`src/rtl/clk_divider_prog.sv`:
```
// Runtime-programmable integer clock divider with programmable high time and period tick.
// Ratio/high-time changes are staged in pending registers and applied only at period boundaries.
module clk_divider_prog #(
    parameter int CNT_W   = 8,
    parameter int DEF_DIV = 2,
    parameter int DEF_HI  = 1
) (
    input  logic             clk,
    input  logic             rst,
    input  logic             en,
    input  logic             load,
    input  logic [CNT_W-1:0] div_in,
    input  logic [CNT_W-1:0] hi_in,
    output logic             load_ack,
    output logic             load_err,
    output logic             clk_out,
    output logic             tick,
    output logic [CNT_W-1:0] div_cur
);

    localparam logic [CNT_W-1:0] DEF_DIV_V = CNT_W'(DEF_DIV);
    localparam logic [CNT_W-1:0] DEF_HI_V  = CNT_W'(DEF_HI);
    localparam logic [CNT_W-1:0] ONE       = CNT_W'(1);
    localparam logic [CNT_W-1:0] TWO       = CNT_W'(2);

    logic [CNT_W-1:0] cnt_reg, cnt_next;
    logic [CNT_W-1:0] div_cur_reg, div_cur_next;
    logic [CNT_W-1:0] hi_cur_reg, hi_cur_next;
    logic [CNT_W-1:0] pend_div_reg, pend_div_next;
    logic [CNT_W-1:0] pend_hi_reg, pend_hi_next;
    logic             pend_reg, pend_next;
    logic             run_reg, run_next;
    logic             clk_out_reg, clk_out_next;
    logic             tick_reg, tick_next;
    logic             load_ack_reg, load_ack_next;
    logic             load_err_reg, load_err_next;

    logic             load_ok;
    logic             at_last;
    logic             apply;

    always_comb begin
        load_ok = load && (div_in >= TWO);
        at_last = (cnt_reg == div_cur_reg - ONE);
        apply   = pend_reg && (!run_reg || at_last);

        div_cur_next = apply ? pend_div_reg : div_cur_reg;
        hi_cur_next  = apply ? pend_hi_reg  : hi_cur_reg;

        // A new request always becomes pending, even on the edge that applies the old one.
        pend_next     = load_ok ? 1'b1 : (apply ? 1'b0 : pend_reg);
        pend_div_next = load_ok ? div_in : pend_div_reg;
        pend_hi_next  = pend_hi_reg;
        if (load_ok) begin
            if (hi_in == '0 || hi_in >= div_in)
                pend_hi_next = div_in >> 1;
            else
                pend_hi_next = hi_in;
        end

        load_ack_next = load_ok;
        load_err_next = load && !load_ok;

        // The wrap is decided by the period that is ending; a ratio applied on the
        // same edge then governs the fresh period starting at zero.
        run_next = 1'b0;
        cnt_next = '0;
        if (en) begin
            run_next = 1'b1;
            if (run_reg && !at_last)
                cnt_next = cnt_reg + ONE;
        end

        clk_out_next = run_next && (cnt_next < hi_cur_next);
        tick_next    = run_next && (cnt_next == div_cur_next - ONE);
    end

    always_ff @(posedge clk) begin
        if (rst) begin
            cnt_reg      <= '0;
            run_reg      <= 1'b0;
            clk_out_reg  <= 1'b0;
            tick_reg     <= 1'b0;
            load_ack_reg <= 1'b0;
            load_err_reg <= 1'b0;
            pend_reg     <= 1'b0;
            pend_div_reg <= DEF_DIV_V;
            pend_hi_reg  <= DEF_HI_V;
            div_cur_reg  <= DEF_DIV_V;
            hi_cur_reg   <= DEF_HI_V;
        end else begin
            cnt_reg      <= cnt_next;
            run_reg      <= run_next;
            clk_out_reg  <= clk_out_next;
            tick_reg     <= tick_next;
            load_ack_reg <= load_ack_next;
            load_err_reg <= load_err_next;
            pend_reg     <= pend_next;
            pend_div_reg <= pend_div_next;
            pend_hi_reg  <= pend_hi_next;
            div_cur_reg  <= div_cur_next;
            hi_cur_reg   <= hi_cur_next;
        end
    end

    assign clk_out  = clk_out_reg;
    assign tick     = tick_reg;
    assign load_ack = load_ack_reg;
    assign load_err = load_err_reg;
    assign div_cur  = div_cur_reg;

endmodule

```
`config.mk`:
```
export PLATFORM = sky130hd
export DESIGN_NAME = clk_divider_prog
export DESIGN_NICKNAME = d
export VERILOG_FILES = /design/src/rtl/clk_divider_prog.sv
export SDC_FILE = /design/constraint.sdc
export NUM_CORES = 1
export LEC_CHECK = 0
export CORE_UTILIZATION = 30
export CTS_CLUSTER_DIAMETER = 150
export CTS_CLUSTER_SIZE = 14
export DETAILED_ROUTE_END_ITERATION = 8
export PLACE_DENSITY = 0.53
export RECOVER_POWER = 50
export SYNTH_ARGS = -nofsm -noshare
export SYNTH_HDL_FRONTEND = slang
export SYNTH_SLANG_ARGS = --single-unit
export TNS_END_PERCENT = 1
```
`constraint.sdc`:
```
create_clock -name clk -period 3.8 [get_ports clk]
set_input_delay 1.14 -clock clk [delete_from_list [all_inputs] [get_ports clk]]
set_output_delay 1.14 -clock clk [all_outputs]
set_load 0.01 [all_outputs]
```
==> summary.md <==
| Metric | Value |
|---|---|
| Slew Limit Fails | 0 |
| Slowest-stage cell, CP | clkdlybuf4s50_1 |
| Dpl hpwl | between 5 and 6 mm |
| RSZ-0062 raised after global routing | no |
| Grt met1 use | 0.209 |
| Setup CP Type | input pin to flop |
| Sw frac | 0.279 |
| Worst-Skew Late Latency | slightly above 0.3 ns |
| # Max-Cap Violations | 0 |
| Tcrit/Tclk final | 0.945 |
| Remaining Overflow, GRT | 0 |
| Row count | 34 |
| Synthesized area | between 2000 and 3000 µm² |
| IR drop worst, VDD | ~0.20 mV |
| Maximum clock rate | between 200 and 300 MHz |
| Count leader, synth | dfxtp_1 |
| Hold Fails Final Rpt | 0 |
| Post-route ant nets | 0 |
| 1st-pass router iterations | 6 |
| Initial DRC count | 95 |
| Met2 global-route usage | 0.266 |
| Sequential area share after synthesis | 0.333 |
| Failing checks | design-rule violations |
| Final TNS setup | 0 ns |
| Top cells by area, synth | dfxtp_1 33%, ha_1 8.2%, mux2i_1 5.8% |
| Slowest cell delay on critical path | 0.42 ns |
| Syn. warnings | 0 |
| Port bufs | 31 |
| Crit end category | flop |
| Crit start category | input pin |
| CP delay by family, top | compound AO/OA/AOI/OAI gates |
| Met3 Resource Use GR | 0.0379 |
| Min Tclk post-route | between 3 and 4 ns |
| Post-synth top cells | 46 x dfxtp_1, 33 x nand2_1, 25 x a21oi_1, 25 x nor2_1, 18 x ha_1 |
| Clock Sinks | 46 |
| Number of antenna violations at the first check in global routing | 0 |
| Yosys cell types | 52 |
| Via count | 2,450 |
| CTS tree | built |
| Layout Cells excl Fill | 477 |
| Dpl cells | around 470 |
| GPL Wtd Cong | ~0.79 |
| Avg WL per Cell | 15.2 µm |
| First-pass GRT wire length | 12.1 mm |
| Sequential power share | 0.466 |
| Synth Net Count | between 300 and 400 |
| Io pins | 32 |
| Die area | around 9600 µm² |
| Busiest grt layer | met2 |
| Status | finished with violations |
| Int Pwr | about 0.8 mW |
| Slew Limit Headroom | 0.620 |
| GRT Overall Usage | 0.162 |
| Layout cells sized above 1 | 0.111 |
| CP Buf/Inv Count | 2 |
| # diodes | 0 |
| Sw Pwr | slightly above 0.3 mW |
| Critical-path cell list | clkdlybuf4s50_1, ha_1, nand2b_1, a21o_1, a21o_1, a21o_1, a21o_1, a21o_1, a21o_1, a221oi_4, buf_6, mux2i_1, a21oi_1 |
| Most area-hungry cell type in the Yosys netlist | dfxtp_1 |
| Core area | slightly below 9000 µm² |
| Setup Buffers After CTS | 0 |
| Post-synth top flop | dfxtp_1 |
| Most Frequent Cell on Critical Path | a21o_1 |
| Area growth from synthesis to layout | 23.5% |
| Remaining DRCs | 3 |
| Clock power frac | 0.337 |
| Crit path arrival time | between 3 and 4 ns |
| Worst slew pin tran | roughly 0.57 ns |
| Post-synth EDFFs | 0 |
| Reg clk slew, reported paths | about 0.09 ns |
| Hold Crit Class | flop to flop |
| Cts repair resizes | 0 |
| Chip width | slightly below 100 µm |
| Hold_buf cts | 0 |
| Clock skew | between 0.01 and 0.015 ns |
| Synth async-reset ratio | 0 |
| P_leak | 1.49 nW |
| Power Density | ~330 nW/µm² |
| Final nets | around 400 |
| Die height | between 90 and 100 µm |
| Top cell type's share of synthesized area | 0.333 |
| Comb power frac | 0.197 |
| Vias per inst | roughly 5 |
| CTS Buf Count | 5 |
| Initial Utilization | 0.314 |
| Largest net degree at the start of global routing | 38 |
| Total wire length | roughly 7.2 mm |
| Syn Area/Cell | between 8 and 9 µm² |
| Post-Syn Instances | 324 |
| CP max FO | 5 |
| CTS max path bufs | 2 |
| Number of synthesized register bits | 46 |
| WP data required | about 4.0 ns |
| H-tree levels | 2 |
| Root Driver | clkbuf_8 |
| Setup violators final | 0 |
| Vias in the first global route | 2,421 |
worst min-delay path, cell delays in order, from the launching register on:
cell and delay [ns]:
dfxtp_1 0.33, nand2_1 0.05, a21oi_1 0.05
area by class of cell:
type	instances	area (µm²)
tap	108	135
timing repair buffer	53	470
multi-input combinational	244	1710
clock buffer	6	72.6
inverter	18	67.6
fill	900	5400
sequential	46	921
clock inverter	2	37.5
cell usage in the layout, fill, tap and decap left out, types with 3 or more instances in the layout:
master           instances
nand3_1                  7
buf_4                   18
nor2_1                  25
clkbuf_1                 4
ha_1                    18
mux2i_1                 16
clkdlybuf4s50_1         18
a21oi_1                 25
xnor2_1                 17
nand4_1                  6
clkbuf_8                 5
dfxtp_1                 46
o21ai_0                 13
a21o_1                   8
dlygate4sd3_1           12
xor2_1                  10
a31oi_1                  3
nand2_1                 33
nor4_1                   5
and3_1                   4
inv_1                   17
nor3_1                  15
path summary, 6_finish.rpt:
path	slack, ns	cells after the start	from	endpoint
max	0.21	13	div_in[0]	pend_hi_reg[2]
min	0.47	2	pend_hi_reg[7]	pend_hi_reg[7]
max reg2reg	0.29	14	div_cur[1]	tick
min reg2reg	0.47	2	pend_hi_reg[7]	pend_hi_reg[7]
stage by stage:
step / utilization / setup WS, ns / total power [mW] / instance area, µm² / hold slack, ns
after CTS: 0.386 / 0.138 / 1.13 / 3400 / 0.478
final: 0.387 / 0.207 / 1.11 / 3410 / 0.474
after global placement: 0.373 / -0.132 / 0.743 / 3290 / 0.451
after floorplan: - / 0.0641 / 0.666 / 2760 / 0.431
after detailed placement: 0.373 / -0.203 / 0.747 / 3290 / 0.457
after global routing: 0.387 / 0.0321 / 1.18 / 3410 / 0.495
power by group through the flow:
stage	combinational (mW)	sequential, mW	clock [mW]
after CTS	0.218	0.519	0.390
final	0.219	0.519	0.376
after detailed placement	0.216	0.530	0
after global placement	0.212	0.530	0
after floorplan	0.140	0.526	0
after global routing	0.246	0.522	0.412
layer usage:
metal	up-vias	wire length, µm
met5	-	0
met4	0	74
met3	9	269
met2	43	3390
met1	1166	3520
li1	1232	-
kinds of logic after synthesis:
kind of cell	Yosys count	share of synthesized area
XOR/XNOR	27	0.0856
buffers and inverters	34	0.0526
AND/OR/NAND/NOR	115	0.208
multiplexers	17	0.0662
adder cells (fa/ha/maj)	18	0.0816
flip-flops	46	0.333
AO/OA/AOI/OAI	67	0.173
(Power assumes the default switching activity.)
